<file path="src/rtl/reaction_delay_gen.sv">
// Reaction-timer delay generator: an LFSR-randomised wait counted in divided ticks, then GO.
// Optional false-start detection in COUNT is built when FALSE_START_EN is defined.
module reaction_delay_gen #(
  parameter int unsigned CLK_DIV   = 50000,
  parameter int unsigned DELAY_W   = 11,
  parameter int unsigned RAND_W    = 10,
  parameter int unsigned MIN_DELAY = 1024,
  parameter int unsigned NUM_KEYS  = 2
) (
  input  logic                clk,
  input  logic                rst,
  input  logic                en,
  input  logic [NUM_KEYS-1:0] key_n,
  output logic [DELAY_W-1:0]  delay_q,
  output logic                go,
  output logic                fault,
  output logic [NUM_KEYS-1:0] fault_key,
  output logic [2:0]          state_q
);

  typedef enum logic [2:0] {
    S_IDLE  = 3'd0,
    S_LOAD  = 3'd1,
    S_COUNT = 3'd2,
    S_GO    = 3'd3,
    S_FAULT = 3'd4
  } state_t;

  localparam int unsigned DIV_W = $clog2(CLK_DIV);

  // Feedback taps (1-based bit positions) of maximal-length polynomials, XOR form.
  function automatic logic [31:0] tap_mask(input int unsigned w);
    logic [31:0] m;
    case (w)
      3:       m = (32'd1 << 2)  | (32'd1 << 1);
      4:       m = (32'd1 << 3)  | (32'd1 << 2);
      5:       m = (32'd1 << 4)  | (32'd1 << 2);
      6:       m = (32'd1 << 5)  | (32'd1 << 4);
      7:       m = (32'd1 << 6)  | (32'd1 << 5);
      8:       m = (32'd1 << 7)  | (32'd1 << 5)  | (32'd1 << 4)  | (32'd1 << 3);
      9:       m = (32'd1 << 8)  | (32'd1 << 4);
      10:      m = (32'd1 << 9)  | (32'd1 << 6);
      11:      m = (32'd1 << 10) | (32'd1 << 8);
      12:      m = (32'd1 << 11) | (32'd1 << 5)  | (32'd1 << 3)  | (32'd1 << 0);
      13:      m = (32'd1 << 12) | (32'd1 << 3)  | (32'd1 << 2)  | (32'd1 << 0);
      14:      m = (32'd1 << 13) | (32'd1 << 4)  | (32'd1 << 2)  | (32'd1 << 0);
      15:      m = (32'd1 << 14) | (32'd1 << 13);
      16:      m = (32'd1 << 15) | (32'd1 << 14) | (32'd1 << 12) | (32'd1 << 3);
      17:      m = (32'd1 << 16) | (32'd1 << 13);
      18:      m = (32'd1 << 17) | (32'd1 << 10);
      19:      m = (32'd1 << 18) | (32'd1 << 5)  | (32'd1 << 1)  | (32'd1 << 0);
      20:      m = (32'd1 << 19) | (32'd1 << 16);
      default: m = (32'd1 << (w - 1)) | (32'd1 << (w - 2));
    endcase
    return m;
  endfunction

  localparam logic [31:0]        TAPS32    = tap_mask(RAND_W);
  localparam logic [RAND_W-1:0]  TAPS      = TAPS32[RAND_W-1:0];
  localparam logic [32:0]        DELAY_MAX = (33'd1 << DELAY_W) - 33'd1;

  state_t              state, state_d;
  logic [RAND_W-1:0]   lfsr;
  logic [DELAY_W-1:0]  cnt, cnt_d, delay_d;
  logic [DIV_W-1:0]    div, div_d;
  logic [32:0]         sum_full;
  logic                tick;

  assign sum_full = 33'(MIN_DELAY) + 33'(lfsr);
  assign tick     = (state == S_COUNT) && (div == DIV_W'(CLK_DIV - 1));
  assign state_q  = state;

  // NOTE: sequential state is updated only with non-blocking assignments so every flop samples pre-edge values.
  always_ff @(posedge clk or posedge rst) begin
    if (rst) lfsr <= RAND_W'(1);
    else     lfsr <= {lfsr[RAND_W-2:0], ^(lfsr & TAPS)};
  end

`ifdef FALSE_START_EN
  logic [NUM_KEYS-1:0] fault_key_d;
`endif

  // NOTE: every variable gets its hold value first, so no path through this block can infer a latch.
  always_comb begin
    state_d = state;
    cnt_d   = cnt;
    div_d   = div;
    delay_d = delay_q;
`ifdef FALSE_START_EN
    fault_key_d = fault_key;
`endif
    case (state)
      S_IDLE: begin
        cnt_d = '0;
        div_d = '0;
`ifdef FALSE_START_EN
        fault_key_d = '0;
`endif
        if (en) begin
          state_d = S_LOAD;
          delay_d = (sum_full > DELAY_MAX) ? '1 : sum_full[DELAY_W-1:0];
        end
      end
      S_LOAD: begin
        cnt_d   = delay_q;
        div_d   = '0;
        state_d = S_COUNT;
      end
      S_COUNT: begin
        // Expiry wins over a simultaneous key press.
        if (cnt == '0) state_d = S_GO;
`ifdef FALSE_START_EN
        else if (!(&key_n)) begin
          state_d     = S_FAULT;
          fault_key_d = ~key_n;
        end
`endif
        else if (tick) begin
          cnt_d = cnt - DELAY_W'(1);
          div_d = '0;
        end else begin
          div_d = div + DIV_W'(1);
        end
      end
      S_GO, S_FAULT: state_d = state;
      default:       state_d = S_IDLE;
    endcase

    if ((state != S_IDLE) && !en) begin
      state_d = S_IDLE;
      cnt_d   = '0;
      div_d   = '0;
`ifdef FALSE_START_EN
      fault_key_d = '0;
`endif
    end
  end

  always_ff @(posedge clk or posedge rst) begin
    if (rst) begin
      state   <= S_IDLE;
      cnt     <= '0;
      div     <= '0;
      delay_q <= '0;
      go      <= 1'b0;
    end else begin
      state   <= state_d;
      cnt     <= cnt_d;
      div     <= div_d;
      delay_q <= delay_d;
      go      <= (state_d == S_GO);
    end
  end

`ifdef FALSE_START_EN
  always_ff @(posedge clk or posedge rst) begin
    if (rst) begin
      fault     <= 1'b0;
      fault_key <= '0;
    end else begin
      fault     <= (state_d == S_FAULT);
      fault_key <= fault_key_d;
    end
  end
`else
  // Keys only matter for false-start detection; without it they are deliberately unused.
  logic unused_keys;
  assign unused_keys = &key_n;
  assign fault       = 1'b0;
  assign fault_key   = '0;
`endif

endmodule

</file>
<file path="config.mk">
export PLATFORM = sky130hd
export DESIGN_NAME = reaction_delay_gen
export DESIGN_NICKNAME = d
export VERILOG_FILES = /design/src/rtl/reaction_delay_gen.sv
export SDC_FILE = /design/constraint.sdc
export NUM_CORES = 1
export LEC_CHECK = 0
export BUFFER_PORTS_ARGS = -buffer_cell sky130_fd_sc_hd__buf_2
export CORE_ASPECT_RATIO = 1.75
export CORE_MARGIN = 3
export CORE_UTILIZATION = 55
export CTS_BUF_LIST = sky130_fd_sc_hd__clkbuf_8
export CTS_CLUSTER_DIAMETER = 100
export DETAILED_ROUTE_END_ITERATION = 6
export GPL_ROUTABILITY_DRIVEN = 1
export MAX_ROUTING_LAYER = met4
export PLACE_DENSITY = 0.75
export SYNTH_ARGS = -nofsm -noshare
export SYNTH_HDL_FRONTEND = slang
export SYNTH_SLANG_ARGS = --single-unit
</file>
<file path="constraint.sdc">
create_clock -name clk -period 5.8 [get_ports clk]
set_input_delay 0.87 -clock clk [delete_from_list [all_inputs] [get_ports clk]]
set_output_delay 0.87 -clock clk [all_outputs]
set_load 0.02 [all_outputs]
</file>
==> results.json, run 1 <==
{
  "status": "complete, no violations",
  "stdcell_count": 314,
  "timing_hold_violations_final": 0,
  "synthXorXnorAreaFrac_pct": 2.07,
  "initial_core_util_pct": 57.2,
  "hpwl_um": 3790,
  "worstPathRequired_ns": 5.95,
  "syn_avg_cell_area_sq_um": 10.1,
  "dr.pass1.iters": 4,
  "synth_compound_area_share_pct": 16.2,
  "cts_buffer_depth": 2,
  "ys.flop_type": "dfrtp_1",
  "core_area_sq_mm": 0.00444,
  "drc": 0,
  "syn-cell-area_sq_mm": 0.00254,
  "async_reset_ff_share_pct": 100,
  "area_delta_synth_final_pct": 7.08,
  "max_stage_delay_ns": 0.83,
  "finClkSkew_ns": 0.00999,
  "final_cell_mix": "51 x dfrtp_1, 28 x o21ai_0, 19 x nand2_1",
  "io_pins": 23,
  "clkTransAtPathRegs_ns": 0.10,
  "post_drt_wl_per_cell_um": 17.3,
  "ys_ff_latch": 52,
  "multi_input_area_sq_mm": 0.00113,
  "die_x_um": 57.4,
  "cts_sinks": 52,
  "synthAdderAreaFrac_pct": 1.48,
  "setup_slack_ns": 2.69,
  "dieArea_sq_mm": 0.00551,
  "synth_top_family_by_area": "simple AND/OR/NAND/NOR gates",
  "p_per_area_mw_per_mm2": 348,
  "crit_type": "flop to flop",
  "cp_slowest_cell": "o22ai_1",
  "power.share.switching_pct": 37.2,
  "drt_iter0_markers": 86,
  "synth_simple_gate_area_share_pct": 19.9,
  "portBuffers": 17,
  "gp_congestion": 0.938,
  "final_net_count": 270,
  "cp_cell_sequence": "inv_1 -> ha_1 -> nor4b_1 -> a41oi_1 -> o22ai_1 -> o21bai_1 -> o21ai_0",
  "synthMuxAreaShare_pct": 4.43,
  "cap_violations": 0,
  "ys_seq_area_share_pct": 51.2,
  "nFillCells": 386,
  "fin_crit_sh_pct": 53.6,
  "grt_start_max_net_pins": 53,
  "tightest_slew_ns": 1.07,
  "fp.dieH_um": 96.0,
  "yosysWarnings": 0,
  "p_leak_nw": 1.24,
  "final_common_cell": "dfrtp_1",
  "p_comb_share_pct": 32.0,
  "fin_crit_ns": 3.11,
  "setup_viol": 0,
  "drive_gt1_share_pct": 17.1,
  "rsz0062_at_grt": "false",
  "worst-path-max-fanout": 12,
  "fmax_ghz": 0.322,
  "synth_cell_types": 50,
  "grt_overflow": 0,
  "cp-end-kind": "flop",
  "via_count": 1951,
  "grt_pass1_vias": 1907,
  "track_usage_pct": 22.4,
  "ir_worst_vdd_v": 0.000236,
  "cp.arrival_ns": 3.26,
  "rows": 32,
  "max_slew_margin_pct": 28.4,
  "pwr-share-clk_pct": 22.9,
  "placed_cells": 306,
  "min_path_type": "flop to flop",
  "grt_pass1_wl_um": 9250,
  "antenna_found_initial": 0,
  "wl_um": 5440,
  "clk_latency_ns": 0.31,
  "htreeDepth": 2,
  "synth_edf_count": 0,
  "post-cts-setup-buffer-count": 0,
  "num_antenna_cells": 0,
  "tns_ns": 0,
  "slew_viol_final": 0,
  "vias_per_cell": 6.21,
  "cts_hold_repair.buffers": 0,
  "start_kind": "flop",
  "tritoncts": "done",
  "cts_buffers": 5,
  "ant_nets": 0,
  "regArea_sq_mm": 0.00130,
  "power.internal_w": 0.000596,
  "cts-root-buf": "clkbuf_8",
  "p_sw_w": 0.000353,
  "dp_slack_ns": 2.68,
  "synthCells": 251,
  "seqPwrFrac_pct": 45.1,
  "cts_resized": 0
}
==> layer usage <==
metal | wire length, um | share of wire (%) | up-vias | track usage, %
met3 | 151 | 2.8 | 13 | 2.55
met4 | 132 | 2.4 | 0 | 9.67
li1 | - | - | 933 | -
met1 | 2190 | 40 | 963 | 26.2
met2 | 2970 | 54 | 42 | 38.5
met5 | 0 | 0 | - | -
==> sequential cells by signal (all words and copies together) (netlist names) <==
name,count
delay_q,11
go,1
state_q,3
cnt,11
lfsr,10
div,16
==> cell families (layout without fill, tap and decap cells) <==
| group | after synthesis | after routing |
|---|---|---|
| compound gates | 65 | 65 |
| simple gates | 89 | 89 |
| mux | 10 | 10 |
| fa+ha+maj | 3 | 3 |
| buf+inv | 25 | 35 |
| other cells | 1 | 3 |
| flops | 52 | 52 |
| xor+xnor | 6 | 6 |
==> cell usage after synthesis (4+ instances only) <==
library cell / n / area share (%)
dfrtp_1: 51 / 50
nand4_1: 6 / 1.5
nor4_1: 7 / 1.7
o31ai_1: 4 / 1.2
nor3_1: 9 / 1.8
a22oi_1: 6 / 1.8
a21oi_1: 7 / 1.4
nor2_1: 11 / 1.6
xor2_1: 5 / 1.7
clkbuf_1: 9 / 1.3
o21ai_0: 28 / 5.5
nand3_1: 10 / 2.0
mux2_2: 10 / 4.4
inv_1: 8 / 1.2
nand2_1: 19 / 2.8
==> worst paths after layout <==
path | slack, ns | from | to | cells after the start
min in group asynchronous | 0.82 | rst | div[5] | 2
setup / recovery | 2.69 | cnt[0] | cnt[3] | 7
max in group asynchronous | 4.31 | rst | state_q[2] | 2
hold / removal | 0.37 | lfsr[2] | lfsr[3] | 0
hold reg to reg | 0.37 | lfsr[2] | lfsr[3] | 0
setup reg to reg | 2.69 | cnt[0] | cnt[3] | 7
==> critical path, delay by kind of cell, from the launching register on <==
family,cells,cell delay [ns]
compound gates,4,1.83
fa+ha+maj,1,0.17
simple gates,1,0.42
buf+inv,1,0.12
flops,1,0.42
==> final cells by class <==
class	instances	area share, %
flip-flops and latches	52	47.8
multi-input cells	176	41.5
repair buffers	19	3.67
clock buffers	5	2.53
well taps	51	2.34
inverters	8	1.10
clock inverters	3	1.01
==> power by group through the flow <==
stage	logic, W	clock network (W)	registers, W
2_1_floorplan	0.000255	0	0.000424
6_report	0.000304	0.000217	0.000428
4_1_cts	0.000305	0.000227	0.000428
3_3_place_gp	0.000298	0	0.000433
5_1_grt	0.000348	0.000238	0.000433
3_5_place_dp	0.000305	0	0.000435
==> metrics by stage <==
step                hold WS [ns]  total power (W)  instance area (sq um)  utilization [%]
floorplan                  0.349         0.000680                   2550                -
CTS                        0.378         0.000959                   2720             61.3
detailed placement         0.359         0.000739                   2630             59.1
global route               0.388          0.00102                   2720             61.3
finish                     0.374         0.000949                   2720             61.3
global placement           0.352         0.000731                   2630             59.1
No activity file was read; power rests on OpenSTA's default activity.
==> run 2, diff against run 1 <==
--- a/config.mk
+++ b/config.mk
@@ -14,7 +14,7 @@
 export DETAILED_ROUTE_END_ITERATION = 6
 export GPL_ROUTABILITY_DRIVEN = 1
 export MAX_ROUTING_LAYER = met4
-export PLACE_DENSITY = 0.75
+export PLACE_DENSITY = 0.78
 export SYNTH_ARGS = -nofsm -noshare
 export SYNTH_HDL_FRONTEND = slang
 export SYNTH_SLANG_ARGS = --single-unit
==> constraint.sdc (replaced) <==
create_clock -name clk -period 2.5 [get_ports clk]
set_input_delay 0.375 -clock clk [delete_from_list [all_inputs] [get_ports clk]]
set_output_delay 0.375 -clock clk [all_outputs]
set_load 0.02 [all_outputs]
==> run 2 against run 1 <==
Net effect: final area grew 4.1%; count of clock-buffer cells in the layout is the same; global-route usage grew 0.88 points; cell count grew 4.8%; largest power group unchanged; highest routed layer unchanged.
==> results.json, run 2 (same netlist as run 1, synthesis figures left out) <==
{
  "pwr-share-clk_pct": 21.6,
  "fmax_ghz": 0.422,
  "core_area_sq_mm": 0.00444,
  "post_drt_wl_per_cell_um": 17.4,
  "seqPwrFrac_pct": 43.7,
  "grt_start_max_net_pins": 38,
  "status": "complete, no violations",
  "cp_slowest_cell": "or4_1",
  "drt_iter0_markers": 65,
  "power.internal_w": 0.00144,
  "final_cell_mix": "51 x dfrtp_1, 28 x o21ai_0, 19 x nand2_1",
  "cts_buffers": 5,
  "min_path_type": "input pin to async pin",
  "finClkSkew_ns": 0.00894,
  "cp-end-kind": "flop",
  "ir_worst_vdd_v": 0.000743,
  "antenna_found_initial": 0,
  "top_regs": "div x16, cnt x11, delay_q x11",
  "cts_sinks": 52,
  "crit_type": "flop to flop",
  "max_stage_delay_ns": 0.52,
  "dr.pass1.iters": 4,
  "rrSetupSlack_ns": 0.13,
  "cp_cell_sequence": "ha_1 -> and3_1 -> and4_1 -> buf_4 -> or3b_4 -> or4_1 -> nand3_1",
  "max_slew_margin_pct": 50.4,
  "htreeDepth": 2,
  "critPathTopFamily": "simple AND/OR/NAND/NOR gates",
  "rsz0062_at_grt": "false",
  "power.share.switching_pct": 36.5,
  "worst-path-buf-inv": 1,
  "cp.arrival_ns": 2.61,
  "final_common_cell": "dfrtp_1",
  "grt_overflow": 0,
  "timing_hold_violations_final": 0,
  "drive_gt1_share_pct": 21.9,
  "cp_num_cells": 7,
  "largest_reg_flops": 16,
  "placed_area_sq_mm": 0.00273,
  "final_area_sq_mm": 0.00284,
  "rows": 32,
  "area_delta_synth_final_pct": 11.5,
  "tns_ns": 0,
  "p_comb_share_pct": 34.7,
  "tritoncts": "done",
  "final_net_count": 285,
  "setup_viol": 0,
  "initial_core_util_pct": 57.2,
  "cts_hold_repair.buffers": 0,
  "total_power_w": 0.00226,
  "start_kind": "flop",
  "clkTransAtPathRegs_ns": 0.09,
  "fp.dieH_um": 96.0,
  "hpwl_um": 4160,
  "portBuffers": 17,
  "r2r_cells": 7,
  "via_count": 2033,
  "vias_per_cell": 6.18,
  "regMostFlops": "div",
  "grt_pass1_wl_um": 9580,
  "worstPathRequired_ns": 2.74,
  "num_antenna_cells": 0,
  "p_leak_nw": 1.31,
  "track_usage_pct": 23.3,
  "gp_congestion": 0.907,
  "drc": 0,
  "cap_violations": 0,
  "worst-path-max-fanout": 14,
  "wl_um": 5740,
  "fin_util_pct": 63.8,
  "ant_nets": 0,
  "p_sw_w": 0.000827,
  "grt_pass1_vias": 2102,
  "p_per_area_mw_per_mm2": 799,
  "fin_crit_sh_pct": 94.8,
  "slew_viol_final": 0,
  "fin_crit_ns": 2.37,
  "die_x_um": 57.4,
  "io_pins": 23,
  "cts-root-buf": "clkbuf_8",
  "dieArea_sq_mm": 0.00551,
  "cts_buffer_depth": 2,
  "clk_latency_ns": 0.31,
  "tightest_slew_ns": 0.742
}
[run 2: cell count changes in the layout (fill, tap and decap cells not counted), sizes merged]
cell  previous run  this run
buf             19        34
[run 2: what timing repair did]
item	4_1_cts	5_1_grt
pin swaps	0	1
buffers inserted	0	1
gates resized for setup	1	0
endpoints found under the setup margin	4	1
[run 2: worst paths after layout]
kind                          from    endpoint
max                         div[0]      div[9]
max in group asynchronous      rst     div[14]
min                            rst  delay_q[1]
min reg2reg                lfsr[3]     lfsr[4]
min in group clk           lfsr[3]     lfsr[4]
max reg2reg                 div[0]      div[9]
[run 2: power groups by stage]
stage	clock network, W	logic (W)	registers, W
after detailed placement	0	0.000773	0.00101
after floorplan	0	0.000593	0.000984
after CTS	0.000506	0.000779	0.000989
after global routing	0.000522	0.000870	0.00100
final	0.000489	0.000785	0.000990
after global placement	0	0.000750	0.00100
[run 2: per-layer routing]
metal / GRT usage, % / wire length, um / vias to the layer above
met1: 24.9 / 2240 / 1012
li1: - / - / 969
met5: - / 0 / -
met3: 3.49 / 184 / 12
met2: 40.7 / 3140 / 40
met4: 12.6 / 168 / 0
[run 2: area by class of cell]
type	instances	area [sq um]
Sequential cell	52	1300
Timing Repair Buffer	34	213
Tap cell	51	63.8
Multi-Input combinational cell	176	1140
Clock buffer	5	68.8
Inverter	8	30.0
Clock inverter	3	21.3
Fill cell	377	1610
[run 2: metrics by stage]
step	std cells	hold WS, ns	setup WS (ns)
after floorplan	253	0.349	0.336
after detailed placement	320	0.358	-0.0414
after CTS	328	0.210	0.123
final	329	0.185	0.129
after global placement	320	0.351	0.0490
after global routing	329	0.243	0.0106
==> run 3, diff against run 2 <==
--- a/config.mk
+++ b/config.mk
@@ -14,7 +14,7 @@
 export DETAILED_ROUTE_END_ITERATION = 6
 export GPL_ROUTABILITY_DRIVEN = 1
 export MAX_ROUTING_LAYER = met4
-export PLACE_DENSITY = 0.78
+export PLACE_DENSITY = 0.85
 export SYNTH_ARGS = -nofsm -noshare
 export SYNTH_HDL_FRONTEND = slang
 export SYNTH_SLANG_ARGS = --single-unit
==> run 3 against run 2 <==
Net effect: final area up 0.93%; via count shrank 0.98%; non-clock buffer count down 3; critical endpoint unchanged; largest cell class unchanged; largest power group unchanged.
==> results.json, run 3 (same netlist as run 1, synthesis figures left out) <==
{
  "cp-end-kind": "flop",
  "ant_nets": 0,
  "cts-root-buf": "clkbuf_8",
  "fin_crit_sh_pct": 94.2,
  "largest_reg_flops": 16,
  "tightest_slew_ns": 0.680,
  "area_delta_synth_final_pct": 12.5,
  "min_path_type": "flop to flop",
  "r2r_cells": 8,
  "clkTransAtPathRegs_ns": 0.10,
  "start_kind": "flop",
  "final_cell_mix": "51 x dfrtp_1, 28 x o21ai_0, 19 x nand2_1",
  "tns_ns": 0,
  "dp_slack_ns": -0.0475,
  "max_slew_margin_pct": 54.4,
  "worstPathRequired_ns": 2.74,
  "status": "complete, no violations",
  "portBuffers": 17,
  "clk_latency_ns": 0.31,
  "rsz0062_at_grt": "false",
  "r2r_start": "cnt[0]",
  "crit_type": "flop to flop",
  "p_leak_nw": 1.33,
  "placed_area_sq_mm": 0.00271,
  "hold_slack_ns": 0.374,
  "drc": 0,
  "setup_slack_ns": 0.144,
  "post-cts-setup-buffer-count": 0,
  "p_per_area_mw_per_mm2": 846,
  "gp_congestion": 0.931,
  "num_antenna_cells": 0,
  "final_common_cell": "dfrtp_1",
  "cts_buffer_depth": 2,
  "die_x_um": 57.4,
  "io_pins": 23,
  "fin_crit_ns": 2.36,
  "post_drt_wl_per_cell_um": 16.5,
  "grt_pass1_vias": 2024,
  "slew_viol_final": 0,
  "top_regs": "div x16, cnt x11, delay_q x11",
  "rows": 32,
  "ir_worst_vdd_v": 0.000629,
  "tritoncts": "done",
  "dieArea_sq_mm": 0.00551,
  "fp.dieH_um": 96.0,
  "regMostFlops": "div",
  "rr_endpoint": "div[9]",
  "initial_core_util_pct": 57.2,
  "cap_violations": 0,
  "grt_start_max_net_pins": 21,
  "cts_buffers": 5,
  "cp.arrival_ns": 2.60,
  "final_area_sq_mm": 0.00286,
  "setup_viol": 0,
  "track_usage_pct": 22.0,
  "worst-path-max-fanout": 5,
  "dr.pass1.iters": 4,
  "cp-endpoint": "div[9]",
  "antenna_found_initial": 0,
  "via_count": 2013,
  "hpwl_um": 3870,
  "finClkSkew_ns": 0.00649,
  "grt_overflow": 0,
  "drive_gt1_share_pct": 20.7,
  "wl_um": 5380,
  "cp-startpoint": "cnt[0]",
  "timing_hold_violations_final": 0,
  "vias_per_cell": 6.17,
  "htreeDepth": 2,
  "drt_iter0_markers": 76,
  "grt_pass1_wl_um": 9290,
  "final_net_count": 282,
  "fmax_ghz": 0.425,
  "rrSetupSlack_ns": 0.14,
  "cts_sinks": 52,
  "core_area_sq_mm": 0.00444
}
run 3: cell count changes in the layout (fill, tap and decap cells not counted), sizes merged:
cell and change:
buf -4, bufinv +2, clkinv -1, clkinvlp -1, dlygate4sd3 +1
run 3: per-stage QoR:
step	util, %	power [W]	cells
final	64.4	0.00242	326
after global routing	64.4	0.00256	326
after CTS	64.3	0.00242	326
after detailed placement	61.0	0.00175	317
after global placement	61.0	0.00173	317
after floorplan	-	0.00158	253
run 3: how the worst min path moves through the flow:
stage | startpoint | endpoint | slack, ns | depth (start not counted)
floorplan | lfsr[1] | lfsr[2] | 0.35 | 0
global placement | rst | lfsr[1] | 0.32 | 2
detailed placement | rst | lfsr[1] | 0.32 | 2
CTS | lfsr[3] | lfsr[4] | 0.38 | 0
global route | lfsr[1] | lfsr[2] | 0.39 | 0
finish | lfsr[3] | lfsr[4] | 0.37 | 0
run 3: metal layers:
metal  wire length (um)  track usage (%)
met5                  0                -
met4                 68             9.09
met1               2190             25.4
met3                189             3.62
met2               2930             37.5
run 3: cell type report:
type | count | area (sq um)
Clock buffer | 5 | 68.8
Timing Repair Buffer | 31 | 193
Sequential cell | 52 | 1300
Fill cell | 337 | 1580
Tap cell | 51 | 63.8
Multi-Input combinational cell | 176 | 1140
Inverter | 8 | 30.0
Clock inverter | 3 | 63.8
run 3: what timing repair did:
item / 4_1_cts / 5_1_grt
resized for setup: 1 / 1
setup endpoints to repair: 6 / 10
hold buffers: 1 / 0
hold endpoints to repair: 11 / 0
run 3: power breakdown:
group          leakage (nW)  switching, W  internal (W)
Sequential            0.711     0.0000816      0.000905
Combinational         0.547      0.000448      0.000318
Clock                0.0695      0.000273      0.000396
run 3: critical path: stages, from the launching register on:
cell and delay (ns):
dfrtp_1 0.39, inv_1 0.09, ha_1 0.21, nor4b_1 0.17, a41oi_1 0.26, buf_4 0.16, or3b_4 0.40, or4_1 0.52
nand3_1 0.10
